==> config.mk <==
export PLATFORM = sky130hd
export DESIGN_NAME = signed_mult_arbiter
export DESIGN_NICKNAME = d
export VERILOG_FILES = /design/src/rtl/signed_mult_pkg.sv /design/src/rtl/signed_mult_pipe.sv /design/src/rtl/signed_mult_arbiter.sv
export SDC_FILE = /design/constraint.sdc
export NUM_CORES = 1
export LEC_CHECK = 0
export CORE_MARGIN = 2
export CORE_UTILIZATION = 45
export CTS_BUF_LIST = sky130_fd_sc_hd__clkbuf_4 sky130_fd_sc_hd__clkbuf_8
export DETAILED_ROUTE_END_ITERATION = 10
export PLACE_DENSITY = 0.72
export SLEW_MARGIN = 20
export SYNTH_ARGS = -nofsm -noshare
export SYNTH_HDL_FRONTEND = slang
export SYNTH_HIERARCHICAL = 1
export SYNTH_SLANG_ARGS = --single-unit
==> constraint.sdc <==
create_clock -name clk -period 5.75 [get_ports clk]
set_input_delay 1.15 -clock clk [delete_from_list [all_inputs] [get_ports clk]]
set_output_delay 1.15 -clock clk [all_outputs]
set_load 0.02 [all_outputs]
==> src/rtl/signed_mult_pkg.sv <==
// Shared types and constants for the arbitrated signed multiplier.
// No logic of its own; imported by the pipeline and the arbiter top.
package signed_mult_pkg;
  typedef logic signed [7:0]  operand_t;
  typedef logic signed [15:0] product_t;
  localparam int MULT_LAT = 2;
endpackage

==> src/rtl/signed_mult_pipe.sv <==
// Two-stage multiply pipeline: S1 captures operands+ID, S2 captures product+ID.
// Latency 2 cycles; a global stall freezes both stages so S2 holds its result.
module signed_mult_pipe
  import signed_mult_pkg::*;
#(
  parameter int ID_W = 2
) (
  input  logic            clk,
  input  logic            rst_n,
  input  logic            in_valid,
  input  operand_t        in_a,
  input  operand_t        in_b,
  input  logic [ID_W-1:0] in_id,
  input  logic            stall,
  output logic            out_valid,
  output product_t        out_p,
  output logic [ID_W-1:0] out_id
);

  logic            s1_vld;
  operand_t        s1_a;
  operand_t        s1_b;
  logic [ID_W-1:0] s1_id;
  logic            s2_vld;
  product_t        s2_p;
  logic [ID_W-1:0] s2_id;

  always_ff @(posedge clk or negedge rst_n) begin
    if (!rst_n) begin
      s1_vld <= 1'b0;
      s1_a   <= '0;
      s1_b   <= '0;
      s1_id  <= '0;
      s2_vld <= 1'b0;
      s2_p   <= '0;
      s2_id  <= '0;
    end else if (!stall) begin
      s1_vld <= in_valid;
      if (in_valid) begin
        s1_a  <= in_a;
        s1_b  <= in_b;
        s1_id <= in_id;
      end
      s2_vld <= s1_vld;
      // Data only moves with a real op, so bubbles leave the last result visible.
      if (s1_vld) begin
        s2_p  <= product_t'(s1_a) * product_t'(s1_b);
        s2_id <= s1_id;
      end
    end
  end

  assign out_valid = s2_vld;
  assign out_p     = s2_p;
  assign out_id    = s2_id;

endmodule

==> src/rtl/signed_mult_arbiter.sv <==
// Arbitrates N_REQ requesters onto one 2-cycle signed multiplier; results tagged by ID.
// Global stall on result backpressure; MULT_ARB_RR_EN selects round-robin over fixed priority.
module signed_mult_arbiter
  import signed_mult_pkg::*;
#(
  parameter  int N_REQ = 4,
  localparam int ID_W  = $clog2(N_REQ)
) (
  input  logic               clk,
  input  logic               rst_n,
  input  logic [N_REQ-1:0]   req_valid,
  output logic [N_REQ-1:0]   req_ready,
  input  logic [N_REQ*8-1:0] req_a,
  input  logic [N_REQ*8-1:0] req_b,
  output logic               res_valid,
  input  logic               res_ready,
  output logic [15:0]        res_data,
  output logic [ID_W-1:0]    res_id,
  output logic               idle
);

  logic            stall;
  logic            gnt_found;
  logic            gnt_vld;
  logic [ID_W-1:0] gnt_idx;
  logic            s1_vld;
  logic            out_vld;
  product_t        out_p;
  logic [ID_W-1:0] out_id;

  assign stall = out_vld & ~res_ready;

`ifdef MULT_ARB_RR_EN
  logic [ID_W-1:0] ptr;
  logic [ID_W-1:0] cand;

  always_comb begin
    gnt_found = 1'b0;
    gnt_idx   = '0;
    cand      = '0;
    for (int k = 0; k < N_REQ; k++) begin
      cand = ID_W'((int'(ptr) + k) % N_REQ);
      if (!gnt_found && req_valid[cand]) begin
        gnt_found = 1'b1;
        gnt_idx   = cand;
      end
    end
  end

  always_ff @(posedge clk or negedge rst_n) begin
    if (!rst_n) begin
      ptr <= '0;
    end else if (gnt_vld) begin
      ptr <= ID_W'((int'(gnt_idx) + 1) % N_REQ);
    end
  end
`else
  // Scan downward so the lowest valid index is the last (winning) assignment.
  always_comb begin
    gnt_found = 1'b0;
    gnt_idx   = '0;
    for (int i = N_REQ - 1; i >= 0; i--) begin
      if (req_valid[i]) begin
        gnt_found = 1'b1;
        gnt_idx   = ID_W'(i);
      end
    end
  end
`endif

  // rst_n gates the grant so requesters see no acceptance while in reset.
  assign gnt_vld = gnt_found & ~stall & rst_n;

  always_comb begin
    req_ready = '0;
    if (gnt_vld) req_ready[gnt_idx] = 1'b1;
  end

  // Shadow of the pipeline's S1 valid, used only for idle.
  always_ff @(posedge clk or negedge rst_n) begin
    if (!rst_n) begin
      s1_vld <= 1'b0;
    end else if (!stall) begin
      s1_vld <= gnt_vld;
    end
  end

  signed_mult_pipe #(.ID_W(ID_W)) u_pipe (
    .clk       (clk),
    .rst_n     (rst_n),
    .in_valid  (gnt_vld),
    .in_a      (operand_t'(req_a[{gnt_idx, 3'b000} +: 8])),
    .in_b      (operand_t'(req_b[{gnt_idx, 3'b000} +: 8])),
    .in_id     (gnt_idx),
    .stall     (stall),
    .out_valid (out_vld),
    .out_p     (out_p),
    .out_id    (out_id)
  );

  assign res_valid = out_vld;
  assign res_data  = out_p;
  assign res_id    = out_id;
  assign idle      = ~s1_vld & ~out_vld;

endmodule

==> results.md, run 1 <==
* Clock Skew at 0.00848 ns
* Die ar. at 0.0109 mm^2
* Most frequent cells in the layout: clkdlybuf4s50_1 (93), inv_1 (82), fa_1 (55)
* Final Setup Violations at 0
* Post-synth top area share at 0.244
* Hold Crit Class: flop to flop
* CTS H-tree depth at 2
* Avg Cell Area, Syn at 9.99 um^2
* Unrepaired setup endpoints after global routing: no
* Sequential cell area fraction in the yosys report at 0.216
* Crit-path leading delay family: adder cells
* Cts hold-fix bufs at 0
* Worst-Skew Late Latency at 0.31 ns
* Vias at 3505
* Layout cells sized above 1 at 0.0921
* Fmax achieved at 0.220 GHz
* CP Cell Sequence: nand2_1, fa_1, fa_1, inv_1, fa_1, inv_1, fa_1, inv_1, ha_1, a211o_2, o311a_1, o21a_1, o31ai_2
* Wirelength per Cell at 14.8 um
* Input/output buffers at 94
* Pin count of the biggest net entering global routing at 40
* Die Y at 104 um
* Synth area leader: fa_1
* Post-detail-place hpwl at 8250 um
* First-pass GRT wire length at 17700 um
* Crit path required time at 5.97 ns
* Vias in the first global route at 3810
* N_diodes at 0
* CP Launch Type: flop
* Final ANT Viol Nets at 0
* Crit path DAT at 4.76 ns
* I/O Pins at 95
* DRT Pass-1 Iters at 5
* Ys async rst share at 1.00
* Area grow syn2layout at 26.1%
* Portion of netlist area occupied by mux cells at 0.0623
* Post-CTS Setup Bufs at 0
* Starting Density at 0.462
* CTS tree: yes
* Final nets at 697
* Detailed Route Iter0 Violations at 114
* Rows at 36
* TNS Setup at 0 ns
* Area of the mapped netlist at 0.00452 mm^2
* Yosys warns at 6
* Clk sink count at 39
* Post-synth EDFFs at 0
* Clock tree buffer depth at 2
* RD Place Congestion at 0.861
* Final wirelength at 10000 um
* Initial antenna violation count at 0
* Total GRT Usage at 0.201
* Synthesized Nets at 607
* Maxcap violations at 0
* Status: completed
* Critical path's slowest cell: fa_1
* Simple-gate share of the synthesized area at 0.148
* Die extent in x at 104 um
* Pins over their slew limit at 0
* TritonCTS Buffers at 5
* Adder-cell share of the synthesized area at 0.324
* Critical path's largest stage delay at 0.67 ns
* CP Capture Type: flop
* Commonest non-fill, non-tap cell in the layout: clkdlybuf4s50_1
* Mapped Cells at 452
* Post_cts resized at 0
* Hold Violations, Final at 0
* Core region area at 0.00977 mm^2
* Buf/Inv on CP at 3
* Final min period at 4.54 ns
* Distinct cells, synth at 44
* XOR/XNOR share of the synthesized area at 0.0291
* Relative slew slack at 0.557
* Total congestion overflow at 0
* FF+latch count, synth at 39
* Area contributors post-synth: fa_1 (24%), dfrtp_1 (22%), ha_1 (8.0%)
* Crit Path Class: flop to flop
* Main combinational cell family by area after synthesis: adder cells
* Top_reg_cell synth: dfrtp_1
* CTS clk-pin slew, worst paths at 0.09 ns
* Synth Area in Compound Gates at 0.132
* Final period util at 0.789
* CP Max Fanout at 9
* CTS root buf: clkbuf_8
* DR vias/cell at 5.18
* Worst-margin pin slew at 0.664 ns
* CP dominant cell by count: fa_1
* DRC viols at 0
==> synth_stat cells, types with 2 or more instances <==
| cell | instances |
|---|---|
| o31ai_2 | 2 |
| nor2b_4 | 2 |
| a32o_1 | 16 |
| nor2_1 | 11 |
| fa_1 | 55 |
| xor2_1 | 6 |
| o21ai_1 | 3 |
| nand2b_1 | 20 |
| a21o_1 | 4 |
| buf_1 | 2 |
| nor4b_1 | 2 |
| nor2b_1 | 8 |
| buf_6 | 2 |
| mux2_2 | 25 |
| nand2_1 | 31 |
| a221o_1 | 16 |
| inv_1 | 82 |
| buf_2 | 6 |
| and2_1 | 42 |
| ha_1 | 29 |
| dfrtp_1 | 39 |
| nor3_1 | 3 |
| clkbuf_1 | 5 |
| o21ai_0 | 11 |
| xnor2_1 | 9 |
| a21oi_1 | 3 |
==> final timing paths <==
check                                      from               end  slack (ns)  depth (start not counted)
worst min-delay path            u_pipe/out_p[9]   u_pipe/out_p[9]        0.48                          2
worst max register to register   u_pipe/s1_b[2]  u_pipe/out_p[14]        1.21                         13
min in group asynchronous                 rst_n  u_pipe/out_p[14]        0.99                          2
worst min register to register  u_pipe/out_p[9]   u_pipe/out_p[9]        0.48                          2
worst max-delay path             u_pipe/s1_b[2]  u_pipe/out_p[14]        1.21                         13
max in group asynchronous                 rst_n    u_pipe/s1_b[2]        4.40                          2
==> flip-flops by register name, summed over array words and instances, names as in the netlist <==
signal            count
u_pipe/s1_a           8
u_pipe/out_valid      1
u_pipe/out_p         16
s1_vld                1
u_pipe/s1_b           8
u_pipe/out_id         2
u_pipe/s1_vld         1
u_pipe/s1_id          2
==> tightest hold or removal path, stage by stage, from the launching register on <==
cell and delay [ns]:
dfrtp_1 0.35, nand2_1 0.05, o21ai_0 0.06
==> cell families (layout without fill, tap and decap cells) <==
logic type / after synthesis / after routing
XOR/XNOR: 15 / 15
multiplexers: 25 / 25
AND/OR/NAND/NOR: 121 / 121
adder cells (fa/ha/maj): 84 / 84
AO/OA/AOI/OAI: 69 / 69
flip-flops: 39 / 39
buffers and inverters: 99 / 190
==> area by class of cell <==
type / instances / area (um^2)
tap: 133 / 166
inverter: 83 / 312
fill: 867 / 4080
clock buffer: 5 / 68.8
clock inverter: 3 / 47.5
sequential: 39 / 976
timing repair buffer: 99 / 973
multi-input combinational: 314 / 3150
==> stage by stage <==
step	cell area [um^2]	worst slack, ns	hold slack, ns	utilization	cells
6_report	5690	1.21	0.481	0.583	676
5_1_grt	5690	0.981	0.506	0.583	676
4_1_cts	5690	1.21	0.488	0.582	676
3_5_place_dp	5570	1.23	0.469	0.570	668
3_3_place_gp	5570	1.36	0.460	0.570	668
2_1_floorplan	4520	1.41	0.455	-	452
==> layer usage <==
layer | track usage | vias to the layer above | wire length (um)
met1 | 0.250 | 1733 | 4330
met2 | 0.372 | 94 | 5140
met3 | 0.0238 | 13 | 392
met5 | 0 | - | 0
li1 | - | 1665 | -
met4 | 0.0502 | 0 | 165
Power of run 1 is not shown: default switching activity piles up to over one toggle a cycle in this logic, so the estimate is an artifact.
==> run 2, diff against run 1 <==
==> constraint.sdc (replaced) <==
create_clock -name clk -period 4.7 [get_ports clk]
set_input_delay 0.94 -clock clk [delete_from_list [all_inputs] [get_ports clk]]
set_output_delay 0.94 -clock clk [all_outputs]
set_load 0.02 [all_outputs]
==> run 2 against run 1 <==
  * Cell area down 0.13%
  * First-iteration DRC count up 69%
  * Clock skew down 0.0029 ns
  * Worst setup slack worse by 0.95 ns
  * Critical endpoint is now u_pipe/out_p[15]
  * Largest cell class unchanged
==> results.md, run 2 (synthesis gave the netlist of run 1 again) <==
* Status: completed
* CP Launch Type: flop
* Die Y at 104 um (unchanged)
* N_diodes at 0 (unchanged)
* Crit Path Class: flop to flop
* CP dominant cell by count: fa_1
* CP Max Fanout at 10 (+1)
* Final nets at 698 (+0.14%)
* Final ANT Viol Nets at 0 (unchanged)
* Total congestion overflow at 0 (unchanged)
* Max reg flops at 16 (unchanged)
* Most frequent cells in the layout: clkdlybuf4s50_1 (93), inv_1 (82), fa_1 (54)
* Area grow syn2layout at 25.9%
* Final wirelength at 9910 um (-1.1%)
* Hold Crit Class: flop to flop
* Input/output buffers at 94 (unchanged)
* Maxcap violations at 0 (unchanged)
* Reg2Reg Setup Slack at 0.27 ns (-0.95 ns)
* Vias at 3434 (-2.0%)
* Unrepaired setup endpoints after global routing: no
* Fmax achieved at 0.226 GHz (+2.3%)
* DRC viols at 0 (unchanged)
* DRT Pass-1 Iters at 6 (+1)
* Vias in the first global route at 3653 (-4.1%)
* Pin count of the biggest net entering global routing at 40 (unchanged)
* CTS tree: yes
* CP Cell Sequence: nand2b_1, fa_1, fa_1, inv_1, fa_1, inv_1, fa_1, inv_1, ha_1, o211ai_1, o21ai_2, o211ai_2, a32oi_2, xnor2_1, o21ai_1
* Core region area at 0.00977 mm^2 (unchanged)
* Wirelength per Cell at 14.6 um (-1.3%)
* Critical path's largest stage delay at 0.56 ns (-0.11 ns)
* CTS root buf: clkbuf_8
* Commonest non-fill, non-tap cell in the layout: clkdlybuf4s50_1
* Fillcell total at 865 (-0.23%)
* Final Setup Violations at 0 (unchanged)
* Final min period at 4.43 ns (-0.103 ns)
* DR vias/cell at 5.07 (-2.2%)
* Worst-margin pin slew at 0.685 ns (+0.0213 ns)
* Die extent in x at 104 um (unchanged)
* Rows at 36 (unchanged)
* Clock Skew at 0.00555 ns (-0.00293 ns)
* Relative slew slack at 0.543 (-0.0142)
* Clock tree buffer depth at 2 (unchanged)
* Crit-path leading delay family: adder cells
* Buf/Inv on CP at 3 (unchanged)
* TritonCTS Buffers at 5 (unchanged)
* Hold Violations, Final at 0 (unchanged)
* RD Place Congestion at 0.870 (+1.1%)
* Pins over their slew limit at 0 (unchanged)
* First-pass GRT wire length at 17000 um (-3.9%)
* TNS Setup at 0 ns (unchanged)
* Worst-Skew Late Latency at 0.30 ns (about the same)
* CTS clk-pin slew, worst paths at 0.09 ns (about the same)
* Initial antenna violation count at 0 (unchanged)
* Detailed Route Iter0 Violations at 193 (+69%)
* Crit path DAT at 4.60 ns (-0.16 ns)
* Critical path's slowest cell: dfrtp_1
* Total GRT Usage at 0.193 (-0.00820)
* CP Capture Type: flop
* Final period util at 0.943 (+0.154)
* CTS H-tree depth at 2 (unchanged)
* Clk sink count at 39 (unchanged)
* Starting Density at 0.462 (unchanged)
* Layout cells sized above 1 at 0.0956 (+0.00351)
* Crit path required time at 4.86 ns (-1.11 ns)
* Die ar. at 0.0109 mm^2 (unchanged)
* Post-detail-place hpwl at 8140 um (-1.3%)
* I/O Pins at 95 (unchanged)
## run 2: cell types whose count changed in the layout (fill, tap and decap cells not counted)
cell,delta
clkbuf_8,+1
buf_4,+1
bufinv_16,-1
inv_6,-1
clkinvlp_4,+1
fa_2,+1
fa_1,-1
## run 2: final cells by class
type / count / area, um^2 / share of cell area
multi-input combinational: 314 / 3150 / 0.554
timing repair buffer: 100 / 981 / 0.172
sequential: 39 / 976 / 0.172
inverter: 83 / 312 / 0.0548
tap: 133 / 166 / 0.0293
clock buffer: 6 / 82.6 / 0.0145
clock inverter: 2 / 16.3 / 0.00286
## run 2: what timing repair did
item                       in CTS  in global routing
hold buffers                    0                  0
resized for setup               0                  1
setup buffers                   0                  0
setup endpoints to repair       0                  1
## run 2: layer usage
metal	track usage	vias up	routed length (um)
li1	-	1663	-
met3	0.0244	7	381
met1	0.244	1687	4280
met2	0.356	77	5160
met5	0	-	0
met4	0.0376	0	85
## run 2: worst register-to-register path: stages (launching register included)
cell	delay, ns
dfrtp_1	0.56
nand2b_1	0.14
fa_1	0.52
fa_1	0.54
inv_1	0.05
fa_1	0.53
inv_1	0.05
fa_1	0.53
inv_1	0.04
ha_1	0.36
o211ai_1	0.13
o21ai_2	0.27
o211ai_2	0.16
a32oi_2	0.21
xnor2_1	0.15
o21ai_1	0.07
## run 2: path summary, 6_finish.rpt
kind                            cells after the start               end            start
min in group asynchronous                           2   u_pipe/out_p[9]            rst_n
worst min-delay path                                2   u_pipe/out_p[9]  u_pipe/out_p[9]
max in group asynchronous                           2    u_pipe/s1_b[2]            rst_n
worst min register to register                      2   u_pipe/out_p[9]  u_pipe/out_p[9]
worst max register to register                     15  u_pipe/out_p[15]   u_pipe/s1_b[7]
worst max-delay path                               15  u_pipe/out_p[15]   u_pipe/s1_b[7]
## run 2: through the flow
stage	worst slack [ns]	cell area (um^2)	hold WS (ns)	std cells	utilization
after floorplan	0.357	4520	0.455	452	-
after global placement	0.306	5580	0.460	669	0.571
after detailed placement	0.214	5580	0.467	669	0.571
after CTS	0.189	5680	0.488	677	0.581
after global routing	0.0507	5690	0.511	677	0.582
final	0.267	5690	0.482	677	0.582
Power of run 2 is left out for the same reason.
==> run 3, diff against run 2 <==
--- a/config.mk
+++ b/config.mk
@@ -9,6 +9,7 @@
 export CORE_UTILIZATION = 45
 export CTS_BUF_LIST = sky130_fd_sc_hd__clkbuf_4 sky130_fd_sc_hd__clkbuf_8
 export DETAILED_ROUTE_END_ITERATION = 10
+export HOLD_SLACK_MARGIN = 0.1
 export PLACE_DENSITY = 0.72
 export SLEW_MARGIN = 20
 export SYNTH_ARGS = -nofsm -noshare
==> results of run 3 <==
Same layout as run 2: the final DEF is identical, and so are final timing and power.
Power of run 3 is left out for the same reason.
